<file path="src/rtl/dds_pkg.sv">
// Shared widths, enums and mode decode for the DDS sweep controller.
package dds_pkg;

  localparam int unsigned KW  = 32;
  localparam int unsigned PW  = 11;
  localparam int unsigned DWW = 16;

  typedef enum logic [1:0] {
    MODE_SINGLE = 2'd0,
    MODE_SAW    = 2'd1,
    MODE_TRI    = 2'd2
  } sweep_mode_e;

  typedef enum logic [1:0] {
    IDLE = 2'd0,
    RUN  = 2'd1,
    FIN  = 2'd2
  } ctrl_state_e;

  // Reserved encoding 3 falls back to a single sweep.
  function automatic sweep_mode_e decode_mode(input logic [1:0] m);
    case (m)
      2'd1:    return MODE_SAW;
      2'd2:    return MODE_TRI;
      default: return MODE_SINGLE;
    endcase
  endfunction

endpackage

</file>
<file path="src/rtl/dds_dwell_timer.sv">
// Dwell counter: counts while enabled, flags the cycle where the count hits
// the limit and rolls back to zero on that cycle.
module dds_dwell_timer #(
  parameter int unsigned DWW = dds_pkg::DWW
) (
  input  logic           clk,
  input  logic           rst_n,
  input  logic           clr,
  input  logic           en,
  input  logic [DWW-1:0] limit,
  output logic           expire_c
);

  logic [DWW-1:0] count_q;

  assign expire_c = en && (count_q == limit);

  always_ff @(posedge clk or negedge rst_n) begin
    if (!rst_n) begin
      count_q <= '0;
    end else if (clr) begin
      count_q <= '0;
    end else if (en) begin
      count_q <= expire_c ? '0 : count_q + DWW'(1);
    end
  end

endmodule

</file>
<file path="src/rtl/dds_sweep_ctrl.sv">
// Frequency-sweep sequencer feeding K/P to the DDS core: single, sawtooth and
// triangle sweeps with per-step dwell and saturating step arithmetic.
module dds_sweep_ctrl #(
  parameter int unsigned KW  = dds_pkg::KW,
  parameter int unsigned PW  = dds_pkg::PW,
  parameter int unsigned DWW = dds_pkg::DWW
) (
  input  logic           clk,
  input  logic           rst_n,
  input  logic           start,
  input  logic           abort,
  input  logic [1:0]     mode,
  input  logic [KW-1:0]  k_start,
  input  logic [KW-1:0]  k_stop,
  input  logic [KW-1:0]  k_step,
  input  logic [DWW-1:0] dwell,
  input  logic [PW-1:0]  p_offset,
  output logic [KW-1:0]  K,
  output logic [PW-1:0]  P,
  output logic           busy,
  output logic           done,
  output logic           step_tick
);

  import dds_pkg::*;

  ctrl_state_e    state_q, state_d;
  sweep_mode_e    mode_q, mode_d;
  logic [KW-1:0]  k_start_q, k_start_d;
  logic [KW-1:0]  k_stop_q, k_stop_d;
  logic [KW-1:0]  k_step_q, k_step_d;
  logic [DWW-1:0] dwell_q, dwell_d;
  logic [KW-1:0]  k_q, k_d;
  logic [PW-1:0]  p_q, p_d;
  logic           bad_q, bad_d;
  logic           dir_dn_q, dir_dn_d;
  logic           busy_q, busy_d;
  logic           done_q, done_d;
  logic           tick_q, tick_d;

  logic           tmr_clr_c;
  logic           tmr_en_c;
  logic           expire_c;

  logic [KW:0]    sum_c;
  logic [KW:0]    diff_c;
  logic [KW-1:0]  k_up_c;
  logic [KW-1:0]  k_dn_c;

  dds_dwell_timer #(.DWW(DWW)) u_dwell (
    .clk      (clk),
    .rst_n    (rst_n),
    .clr      (tmr_clr_c),
    .en       (tmr_en_c),
    .limit    (dwell_q),
    .expire_c (expire_c)
  );

  // Steps are computed one bit wider so carry/borrow saturate instead of wrapping.
  assign sum_c  = {1'b0, k_q} + {1'b0, k_step_q};
  assign diff_c = {1'b0, k_q} - {1'b0, k_step_q};
  assign k_up_c = (sum_c[KW] || (sum_c[KW-1:0] > k_stop_q)) ? k_stop_q : sum_c[KW-1:0];
  assign k_dn_c = (diff_c[KW] || (diff_c[KW-1:0] < k_start_q)) ? k_start_q : diff_c[KW-1:0];

  assign K         = k_q;
  assign P         = p_q;
  assign busy      = busy_q;
  assign done      = done_q;
  assign step_tick = tick_q;

  always_ff @(posedge clk or negedge rst_n) begin
    if (!rst_n) begin
      state_q   <= IDLE;
      mode_q    <= MODE_SINGLE;
      k_start_q <= '0;
      k_stop_q  <= '0;
      k_step_q  <= '0;
      dwell_q   <= '0;
      k_q       <= '0;
      p_q       <= '0;
      bad_q     <= 1'b0;
      dir_dn_q  <= 1'b0;
      busy_q    <= 1'b0;
      done_q    <= 1'b0;
      tick_q    <= 1'b0;
    end else begin
      state_q   <= state_d;
      mode_q    <= mode_d;
      k_start_q <= k_start_d;
      k_stop_q  <= k_stop_d;
      k_step_q  <= k_step_d;
      dwell_q   <= dwell_d;
      k_q       <= k_d;
      p_q       <= p_d;
      bad_q     <= bad_d;
      dir_dn_q  <= dir_dn_d;
      busy_q    <= busy_d;
      done_q    <= done_d;
      tick_q    <= tick_d;
    end
  end

  always_comb begin
    state_d   = state_q;
    mode_d    = mode_q;
    k_start_d = k_start_q;
    k_stop_d  = k_stop_q;
    k_step_d  = k_step_q;
    dwell_d   = dwell_q;
    k_d       = k_q;
    p_d       = p_q;
    bad_d     = bad_q;
    dir_dn_d  = dir_dn_q;
    busy_d    = busy_q;
    done_d    = 1'b0;
    tick_d    = 1'b0;
    tmr_clr_c = 1'b1;
    tmr_en_c  = 1'b0;

    case (state_q)
      IDLE: begin
        if (start && !abort) begin
          mode_d    = decode_mode(mode);
          k_start_d = k_start;
          k_stop_d  = k_stop;
          k_step_d  = k_step;
          dwell_d   = dwell;
          bad_d     = (k_step == '0) || (k_stop < k_start);
          k_d       = k_start;
          p_d       = p_offset;
          dir_dn_d  = 1'b0;
          busy_d    = 1'b1;
          state_d   = RUN;
        end
      end

      RUN: begin
        tmr_clr_c = 1'b0;
        tmr_en_c  = 1'b1;
        if (abort) begin
          tmr_clr_c = 1'b1;
          busy_d    = 1'b0;
          state_d   = IDLE;
        end else if (bad_q) begin
          busy_d  = 1'b0;
          done_d  = 1'b1;
          state_d = FIN;
        end else if (expire_c) begin
          if (!dir_dn_q) begin
            if (k_q == k_stop_q) begin
              case (mode_q)
                MODE_SAW: begin
                  k_d    = k_start_q;
                  tick_d = 1'b1;
                end
                MODE_TRI: begin
                  // A zero-width triangle just holds K forever.
                  if (k_start_q != k_stop_q) begin
                    dir_dn_d = 1'b1;
                    k_d      = k_dn_c;
                    tick_d   = 1'b1;
                  end
                end
                default: begin
                  busy_d  = 1'b0;
                  done_d  = 1'b1;
                  state_d = FIN;
                end
              endcase
            end else begin
              k_d    = k_up_c;
              tick_d = 1'b1;
            end
          end else begin
            if (k_q == k_start_q) begin
              dir_dn_d = 1'b0;
              k_d      = k_up_c;
            end else begin
              k_d = k_dn_c;
            end
            tick_d = 1'b1;
          end
        end
      end

      FIN: begin
        busy_d  = 1'b0;
        state_d = IDLE;
      end

      default: begin
        busy_d  = 1'b0;
        state_d = IDLE;
      end
    endcase
  end

endmodule

</file>
<file path="config.mk">
export PLATFORM = sky130hd
export DESIGN_NAME = dds_sweep_ctrl
export DESIGN_NICKNAME = d
export VERILOG_FILES = /design/src/rtl/dds_pkg.sv /design/src/rtl/dds_dwell_timer.sv /design/src/rtl/dds_sweep_ctrl.sv
export SDC_FILE = /design/constraint.sdc
export NUM_CORES = 1
export LEC_CHECK = 0
export CAP_MARGIN = 20
export CORE_ASPECT_RATIO = 1.1
export CORE_MARGIN = 1
export CORE_UTILIZATION = 27
export DETAILED_ROUTE_END_ITERATION = 8
export PLACE_DENSITY_LB_ADDON = 0.1
export SLEW_MARGIN = 5
export SYNTH_ARGS = -nofsm -noshare
export SYNTH_HDL_FRONTEND = slang
export SYNTH_SLANG_ARGS = --single-unit
</file>
<file path="constraint.sdc">
create_clock -name clk -period 5 [get_ports clk]
set_clock_uncertainty 0.05 [all_clocks]
set_input_delay 0.75 -clock clk [delete_from_list [all_inputs] [get_ports clk]]
set_output_delay 0.75 -clock clk [all_outputs]
set_load 0.03 [all_outputs]
</file>
== Word level (Yosys, flattened, before mapping) ==
Cells that the tools add are included.
Storage, ports and cells
  flip-flop bits (word level): 180
  latch bits: 0
  RAM bits: 0
  ROM bits: 0
  bits of input ports: 129
  output and inout bits: 46
  logic and storage cells: 113
  memories kept: 0
Operators by class
  add/sub/neg operators: 3
  multipliers: 0
  divide/modulo/power cells: 0
  $lt $le $gt $ge: 3
  eq/ne operators: 19
  shift-type cells: 0
  muxes and demuxes: 59
  bitwise gates (word level): 0
  reductions and logical operators: 15
Operators with widths (count)
  $mux 32: 10
  $pmux 32 s2: 2
  $eq 32x32->1: 2
  $lt 32x32->1: 2
  $mux 16: 3
  $add 32x32->33: 1
  $sub 32x32->33: 1
  $gt 32x32->1: 1
  $logic_not 32->1: 1
  $mux 1: 32
  $ne 32x32->1: 1
  $add 16x1->16 const B: 1
  $eq 16x16->1: 1
  $mux 2: 7
  $ne 4x4->1 const B: 3
  $reduce_and 5->1: 2
  $pmux 2 s2: 2
  $reduce_and 7->1: 1
  $eq 2x1->1 const B: 3
  $ne 2x2->1 const B: 3
  $pmux 1 s2: 3
  $ne 5x3->1 const B: 1
  $ne 5x5->1 const B: 1
  $eq 2x2->1 const B: 2
  9 further kinds: 13

== Depth between registers and ports, before layout ==
Gate-level depths: netlist (run 1).
  depth in word-level cells: 12
  mapped depth: 25
  gate-level depth less buffers: 23

== Cells and area by module ==
From an unflattened synthesis (run 1), not the netlist that was laid out.
Second synthesis, totals
  cell total of the unflattened synthesis: 1892
  area total of the unflattened synthesis: 15584.9 um^2
Modules (own cells, without submodules)
  dds_sweep_ctrl: times used 1, cells each 1769, area each 14485.1 um^2, sequential area each 4078.9 um^2
  dds_dwell_timer: times used 1, cells each 123, area each 1099.8 um^2, sequential area each 400.4 um^2

== Worst setup path after synthesis (run 1) ==
OpenSTA, ideal clock, no wires.
  kind: register to register
  start point: reg k_q[0], in the netlist K[0]
  end point: reg k_q[25], in the netlist K[25]
  library setup time: 0.126 ns
  arrival: 5.112 ns
  required time: 4.824 ns
  setup slack: -0.288 ns
  stages on the path, launching flop included: 23
  buffers on the path: 1
  period minus slack after synthesis: 5.288 ns
  cell sequence: dfrtp_1 ha_1 fa_1 nand2b_1 a21oi_1 a311oi_2 o31ai_1 a221o_1 o41ai_1 nand4b_1 nand2_1 xnor2_1 ha_1 nand3_1 nor3_1 mux2i_1 nor2_1 a31oi_1 nor2_2 buf_2 mux2_1 a221oi_2 a21oi_1
Between the ends
  cells in the longest elaborated chain, start to end: 12
  elaborated cells on any way between the ends: 22
  those cells by class: add/sub: 2; order compare: 2; eq/ne: 4; mux: 11; reduce/logical: 3
Ends and longest elaborated chain
  start: declaration: RTL line dds_sweep_ctrl.sv:33  | logic [KW-1:0] k_q, k_d;
  start signal: assignment: RTL line dds_sweep_ctrl.sv:93  | k_q <= k_d;
  $sub 32x32->33: RTL line dds_sweep_ctrl.sv:61  | assign diff_c = {1'b0, k_q} - {1'b0, k_step_q};
  $lt 32x32->1: RTL line dds_sweep_ctrl.sv:63  | assign k_dn_c = (diff_c[KW] || (diff_c[KW-1:0] < k_start_q)) ? k_start_q : diff_c[KW-1:0];
  $logic_or 1x1->1: RTL line dds_sweep_ctrl.sv:63
  $mux 32: RTL line dds_sweep_ctrl.sv:63
  $mux 32: RTL line dds_sweep_ctrl.sv:158  | if (k_start_q != k_stop_q) begin
  $pmux 32 s2: RTL line dds_sweep_ctrl.sv:151  | case (mode_q)
  $mux 32: RTL line dds_sweep_ctrl.sv:150  | if (k_q == k_stop_q) begin
  $mux 32: RTL line dds_sweep_ctrl.sv:149  | if (!dir_dn_q) begin
  $mux 32: RTL line dds_sweep_ctrl.sv:148  | end else if (expire_c) begin
  $mux 32: RTL line dds_sweep_ctrl.sv:144  | end else if (bad_q) begin
  $mux 32: RTL line dds_sweep_ctrl.sv:140  | if (abort) begin
  $pmux 32 s2: RTL line dds_sweep_ctrl.sv:120  | case (state_q)
Several ways; a longest one is shown, not always the timed one. The select of a mux whose other input is x is not followed.
A chain may end at the register's enable or synchronous reset.

== Worst setup path in the final report (run 1) ==
  start point: reg k_step_q[10]
  end point: reg k_q[1], in the netlist K[1]
Between the ends
  cells in the longest elaborated chain, start to end: 12
  elaborated cells on any way between the ends: 17
  those cells by class: add/sub: 2; order compare: 2; mux: 11; reduce/logical: 2
Ends and longest elaborated chain
  start: declaration: RTL line dds_sweep_ctrl.sv:31  | logic [KW-1:0] k_step_q, k_step_d;
  start signal: assignment: RTL line dds_sweep_ctrl.sv:91  | k_step_q <= k_step_d;
  $sub 32x32->33: RTL line dds_sweep_ctrl.sv:61
  $lt 32x32->1: RTL line dds_sweep_ctrl.sv:63
  $logic_or 1x1->1: RTL line dds_sweep_ctrl.sv:63
  $mux 32: RTL line dds_sweep_ctrl.sv:63
  $mux 32: RTL line dds_sweep_ctrl.sv:158
  $pmux 32 s2: RTL line dds_sweep_ctrl.sv:151
  $mux 32: RTL line dds_sweep_ctrl.sv:150
  $mux 32 *: RTL line dds_sweep_ctrl.sv:149
  $mux 32 *: RTL line dds_sweep_ctrl.sv:148
  $mux 32 *: RTL line dds_sweep_ctrl.sv:144
  $mux 32 *: RTL line dds_sweep_ctrl.sv:140
  $pmux 32 s2 *: RTL line dds_sweep_ctrl.sv:120
Mark *: on every way between the ends. The rest lies on a longest branch, timed or not. The select of a mux whose other input is x is not followed.

==> reports/qor.txt, run 1 <==
Slew HR -> 0.254
Syn_nets -> 2,229
Mapped Area -> 15,600 µm²
CP Max Fanout -> 4
Layout cells sized above 1 -> 0.250
Total grt overflow -> 0
Detailed Route WL -> 74,700 µm
Crit path buffers/inverters -> 3
CTS tree -> built
DR pass1 iterations -> 7
Final nets -> 2,717
Post-synth top cells -> 261 x nand2_1, 179 x dfrtp_1, 174 x o21ai_0
Reg area -> 4490 µm²
Post-route setup slack -> -0.300 ns
Worst path depth -> 23
RD Place Congestion -> 0.945
Area leader, netlist -> dfrtp_1
CTS max path bufs -> 2
Initial DRC count -> 1,061
Arrival @ worst endpoint -> 5.62 ns
PwrDens -> 681 nW/µm²
Die H -> 254 µm
Total die area -> 58,800 µm²
Crit path largest cell delay -> 0.57 ns
Clk slew on worst S/H paths -> 0.09 ns
Worst Hold Class -> input port to async pin
Global-route wire length before repair -> 111,000 µm
Core Util, Final -> 0.399
Worst slew pin tran -> 1.12 ns
Fin. Hold Viols -> 0
TritonCTS Buffers -> 17
Req. time, crit path -> 5.32 ns
Avg Inst Size Synth -> 8.06 µm²
Final Cell Area -> 22,800 µm²
Hold WS -> 0.324 ns
CP most frequent cell -> a31oi_4
# port buffers -> 174
Total negative slack -> -5.77 ns
Initial antenna violation count -> 1
Max cap viols -> 0
DRC -> 0
Maximum VDD drop -> 0.396 mV
Worst skew pair latency -> 0.52 ns
Area added between synthesis and finish -> 46.3%
DRT antenna net count -> 0
Cell Area, Placed -> 20,600 µm²
Synth area leaders -> dfrtp_1 29%, ha_1 13%, xnor2_1 6.5%, nand2_1 6.3%, o21ai_0 5.6%
Seq/Total Area, Yosys -> 0.287
IO Count -> 175
H-tree depth -> 4
Crit path kind -> flop to flop
#FFs+latches synth -> 179
Slew Limit Fails -> 0
Initial Utilization -> 0.273
Post-DP HPWL -> 59,200 µm
Filler cell count -> 5,887
Multi-input gate area -> 11,100 µm²
Delay-heaviest family, CP -> simple AND/OR/NAND/NOR gates
Die width -> 231 µm
CP max stage cell -> or4_4
DR WL/cell -> 23.4 µm
Row count -> 92
Non-Filler Instances -> 3,191
Setup violators final -> 32
CP cell instances -> inv_2, ha_4, or4_4, a2111oi_4, o31a_4, nor3_4, a31oi_4, a41o_1, a21oi_2, xor2_2, ha_1, nand4_1, or3_4, nor4_4, buf_4, mux2i_1, nor2_2, a31oi_4, nor2_4, buf_6, mux2_4, a221oi_2, a311oi_1
Leak -> 10.1 nW
Clock sinks -> 179
Largest net degree at the start of global routing -> 116
Core footprint -> 57,200 µm²
Reg2Reg Depth -> 23
Async set-reset flop share out of synthesis -> 1.00
Final Cycle Share -> 1.06
DR vias/cell -> 5.15
Top_reg_cell synth -> dfrtp_1
Hold_buf cts -> 0
Outcome -> finished, violations left
EDFF count, synth -> 0
RSZ-0062 raised after global routing -> true
Clock period minus worst slack -> 5.30 ns
Synth top area share -> 0.287
Synth warn -> 0
Placed Cells -> 3,109
Syn Inst Count -> 1,937
Vias -> 16,400
Failing checks -> negative setup slack
Netlist cell types -> 88
Crit start category -> flop
Highest clock rate -> 0.189 GHz
Clk Tree Root Cell -> clkbuf_16
Vias in the first global route -> 17,000
Most common cell in the netlist -> nand2_1
Critical Path End Type -> flop
Overall Global Routing Usage -> 0.256
## sequential cells by signal, summed over array words and instances (netlist names), 2 cells and up
name             count
K                   32
dwell_q             16
u_dwell.count_q     16
mode_q               2
k_start_q           32
k_stop_q            32
k_step_q            32
P                   11
## cell families after synthesis
logic type | after synthesis | synth area share
adder cells (fa/ha/maj) | 163 | 0.132
AND/OR/NAND/NOR | 569 | 0.168
multiplexers | 28 | 0.0187
flip-flops | 179 | 0.287
XOR/XNOR | 181 | 0.102
AO/OA/AOI/OAI | 558 | 0.226
buffers and inverters | 259 | 0.0667
## final timing paths
| check | from | to | slack (ns) |
|---|---|---|---|
| max reg2reg | k_step_q[10]$_DFFE_PN0P_ | K[1]$_DFFE_PN0P_ | -0.30 |
| max | k_step_q[10]$_DFFE_PN0P_ | K[1]$_DFFE_PN0P_ | -0.30 |
| min reg2reg | P[4]$_DFFE_PN0P_ | P[4]$_DFFE_PN0P_ | 0.43 |
| min | rst_n | k_step_q[30]$_DFFE_PN0P_ | 0.32 |
| min in group clk | P[4]$_DFFE_PN0P_ | P[4]$_DFFE_PN0P_ | 0.43 |
| max in group asynchronous | rst_n | K[8]$_DFFE_PN0P_ | 3.44 |
## worst reg2reg max path, cell delays in order (launching register included)
cell,delay (ns)
dfrtp_1,0.40
inv_2,0.10
ha_4,0.21
or4_4,0.57
a2111oi_4,0.22
o31a_4,0.28
nor3_4,0.08
a31oi_4,0.24
a41o_1,0.23
a21oi_2,0.08
xor2_2,0.17
ha_1,0.32
nand4_1,0.17
or3_4,0.43
nor4_4,0.14
buf_4,0.18
mux2i_1,0.09
nor2_2,0.17
a31oi_4,0.07
nor2_4,0.19
buf_6,0.13
mux2_4,0.30
a221oi_2,0.28
a311oi_1,0.08
## per-stage QoR
| stage | total power [mW] | setup slack, ns |
|---|---|---|
| after floorplan | 7.12 | 0.00323 |
| after global placement | 11.7 | -0.770 |
| after detailed placement | 11.7 | -0.911 |
| after CTS | 14.3 | -0.311 |
| after global routing | 16.5 | -0.454 |
| final | 15.6 | -0.300 |
## per-layer routing
layer | share of wire | up-vias | global-route usage
met4 | 0.035 | 0 | 0.0921
met1 | 0.44 | 8072 | 0.330
li1 | - | 7800 | -
met2 | 0.48 | 467 | 0.434
met5 | 0 | - | 0
met3 | 0.044 | 100 | 0.0360
## timing repair
item / in CTS / in global routing
setup endpoints to repair: 32 / 32
resized for setup: 134 / 130
buffers inserted: 23 / 29
cloned: 3 / 1
pin swaps: 81 / 97
## report_power, final
group	switching [mW]	internal [mW]	leakage (nW)
clock	0.846	0.701	0.307
sequential	0.389	1.74	2.21
combinational	6.22	5.66	7.61
total	7.46	8.10	10.1
## placed cells by master, fill, tap and decap left out, types with 10 or more instances in the layout
| master | n |
|---|---|
| a31oi_1 | 11 |
| mux2i_1 | 19 |
| buf_6 | 26 |
| xnor2_1 | 106 |
| a21o_1 | 29 |
| o211ai_1 | 27 |
| nand2b_1 | 15 |
| inv_1 | 157 |
| o21ai_2 | 13 |
| a221oi_2 | 14 |
| nor2_1 | 83 |
| a21oi_1 | 149 |
| buf_4 | 342 |
| nor4_1 | 30 |
| nand3_1 | 58 |
| a21oi_2 | 14 |
| xnor2_2 | 10 |
| clkdlybuf4s50_1 | 173 |
| nand4_1 | 43 |
| xor2_1 | 64 |
| ha_4 | 12 |
| o21a_1 | 11 |
| o21bai_1 | 11 |
| ha_1 | 146 |
| dfrtp_1 | 172 |
| nand2_1 | 251 |
| clkbuf_16 | 18 |
| nor2b_1 | 12 |
| o21ai_1 | 27 |
| o21ai_0 | 134 |
| nor3_1 | 14 |
| buf_12 | 10 |
## final cells by class
type                    count  area share
diodes                      1    0.000110
clock buffers              17      0.0186
clock inverters            15     0.00948
inverters                 167      0.0275
multi-input cells        1499       0.488
flip-flops and latches    179       0.197
well taps                 752      0.0412
repair buffers            561       0.218
(Power assumes the default switching activity.)
==> run 2, diff against run 1 <==
--- a/config.mk
+++ b/config.mk
@@ -8,7 +8,7 @@
 export CAP_MARGIN = 20
 export CORE_ASPECT_RATIO = 1.1
 export CORE_MARGIN = 1
-export CORE_UTILIZATION = 27
+export CORE_UTILIZATION = 30
 export DETAILED_ROUTE_END_ITERATION = 8
 export PLACE_DENSITY_LB_ADDON = 0.1
 export SLEW_MARGIN = 5
==> run 2 against run 1 <==
Compared with the run above:
- the run still ends with negative setup slack left
- total power shrank 0.90%
- critical path depth stayed put
- sequential share of layout area grew 0.41 points
- global-route usage increased by 2.3 points
- via count down 0.35%
- setup slack worse by 0.17 ns
- first-iteration DRC count increased by 24%
- clock-buffer cell count is the same
- non-clock buffer count decreased by 14
- wire length shrank 1.6%
- cell count decreased by 3.1%
- critical path type unchanged
- highest routed layer unchanged
==> reports/qor.txt, run 2 (synthesis results as in run 1) <==
Layout cells sized above 1 -> 0.234
Highest clock rate -> 0.183 GHz
CP cell instances -> ha_4, buf_8, or4_4, a2111oi_4, o31a_4, nor3_4, a31oi_4, a41o_1, a21oi_2, xor2_2, ha_4, nand4_1, or3_4, nor4_4, buf_4, mux2i_1, nor2_2, a31oi_4, nor2_4, buf_6, mux2_4, a221oi_2, a21oi_1
Leak -> 10.0 nW
Maximum VDD drop -> 0.366 mV
Row count -> 87
DR pass1 iterations -> 5
CTS tree -> built
Clock sinks -> 179
CP max stage cell -> or4_4
Initial antenna violation count -> 1
Comb pwr share -> 0.763
Vias in the first global route -> 16,400
IO Count -> 175
Final Cycle Share -> 1.09
Die H -> 241 µm
Int Pwr -> 7.99 mW
Die width -> 219 µm
DRC -> 0
N_diodes -> 0
Post-layout total power -> 15.4 mW
Final nets -> 2,703
Largest net degree at the start of global routing -> 157
Worst slew pin tran -> 1.09 ns
Most frequent cells in the layout -> 337 x buf_4, 250 x nand2_1, 174 x dfrtp_1
DR WL/cell -> 23.8 µm
Total negative slack -> -11.74 ns
Crit start category -> flop
Clock Power Share -> 0.101
CTS max path bufs -> 2
Total die area -> 52,900 µm²
Core footprint -> 51,300 µm²
Crit path largest cell delay -> 0.52 ns
Slew HR -> 0.270
Fin. Hold Viols -> 0
CP Max Fanout -> 7
H-tree depth -> 4
Crit path kind -> flop to flop
Clk Tree Root Cell -> clkbuf_16
Failing checks -> negative setup slack
Critical Path End Type -> flop
Worst skew pair latency -> 0.52 ns
Setup violators final -> 32
Post-route setup slack -> -0.475 ns
Core Util, Final -> 0.436
TritonCTS Buffers -> 17
Arrival @ worst endpoint -> 5.81 ns
Switch share -> 0.482
RSZ-0062 raised after global routing -> true
Hold WS -> 0.0680 ns
Req. time, crit path -> 5.33 ns
Crit path buffers/inverters -> 3
Delay-heaviest family, CP -> simple AND/OR/NAND/NOR gates
Psw -> 7.43 mW
DR vias/cell -> 5.30
Total grt overflow -> 0
Post-DP HPWL -> 56,900 µm
# port buffers -> 174
Slew Limit Fails -> 0
Max cap viols -> 0
Initial DRC count -> 1,314
RD Place Congestion -> 0.986
Initial Utilization -> 0.304
Worst Hold Class -> input port to async pin
Outcome -> finished, violations left
Most common cell after layout, fill and taps aside -> buf_4
Vias -> 16,400
Clk slew on worst S/H paths -> 0.08 ns
Area added between synthesis and finish -> 43.3%
Global-route wire length before repair -> 107,000 µm
Part of the power in registers -> 0.136
Detailed Route WL -> 73,600 µm
Overall Global Routing Usage -> 0.279
PwrDens -> 690 nW/µm²
DRT antenna net count -> 0
Clock period minus worst slack -> 5.47 ns
[run 2: metrics by stage]
stage / instances / area (µm²) / worst slack, ns
finish: 3091 / 22400 / -0.475
global route: 3091 / 22400 / -0.624
CTS: 3081 / 22000 / -0.409
detailed placement: 3014 / 20400 / -1.21
global placement: 3014 / 20400 / -0.961
floorplan: 1937 / 15700 / 0.00323
[run 2: power by group through the flow]
stage	combinational [mW]	clock (mW)	sequential, mW
final	11.8	1.55	2.10
after global routing	12.5	1.64	2.13
after CTS	10.8	1.60	2.09
after detailed placement	9.45	0	2.11
after global placement	9.47	0	2.11
after floorplan	4.88	0	2.25
[run 2: path summary, 6_finish.rpt]
check                      slack, ns  depth (start not counted)                  endpoint             start
hold reg to reg                 0.43                          2          P[2]$_DFFE_PN0P_  P[2]$_DFFE_PN0P_
setup reg to reg               -0.47                         23         K[23]$_DFFE_PN0P_  K[7]$_DFFE_PN0P_
setup / recovery               -0.47                         23         K[23]$_DFFE_PN0P_  K[7]$_DFFE_PN0P_
max in group asynchronous       3.51                          2          K[9]$_DFFE_PN0P_             rst_n
min in group clk                0.43                          2          P[2]$_DFFE_PN0P_  P[2]$_DFFE_PN0P_
hold / removal                  0.07                          1  k_step_q[31]$_DFFE_PN0P_             rst_n
[run 2: metal layers]
layer	wire [µm]	vias to the layer above	global-route usage
li1	-	7781	-
met1	32300	8037	0.358
met2	34800	468	0.462
met3	3600	95	0.0475
met4	2800	0	0.114
met5	0	-	0
[run 2: area by class of cell]
class / count / area [µm²]
Multi-Input combinational cell: 1499 / 10900
Inverter: 167 / 629
Tap cell: 667 / 835
Clock inverter: 15 / 215
Timing Repair Buffer: 547 / 4870
Sequential cell: 179 / 4490
Fill cell: 5182 / 28900
Clock buffer: 17 / 425
[run 2: timing repair]
| item | in CTS | in global routing |
|---|---|---|
| gates resized for setup | 130 | 81 |
| pin swaps | 70 | 83 |
| hold endpoints to repair | 0 | 0 |
| endpoints found under the setup margin | 32 | 32 |
| setup buffers | 33 | 15 |
| cloned | 4 | 3 |
| hold buffers | 0 | 0 |
[run 2: worst reg2reg max path, delay by kind of cell (launching register included)]
kind | cells | cell delay, ns
AO/OA/AOI/OAI | 8 | 1.44
XOR/XNOR | 1 | 0.18
adder cells (fa/ha/maj) | 2 | 0.55
buffers and inverters | 3 | 0.48
flip-flops | 1 | 0.43
multiplexers | 2 | 0.39
AND/OR/NAND/NOR | 7 | 1.83
==> run 3, diff against run 2 <==
--- a/config.mk
+++ b/config.mk
@@ -7,7 +7,6 @@
 export LEC_CHECK = 0
 export CAP_MARGIN = 20
 export CORE_ASPECT_RATIO = 1.1
-export CORE_MARGIN = 1
 export CORE_UTILIZATION = 30
 export DETAILED_ROUTE_END_ITERATION = 8
 export PLACE_DENSITY_LB_ADDON = 0.1
==> results of run 3 <==
No change in the layout: final DEF, timing and power equal those of run 2.
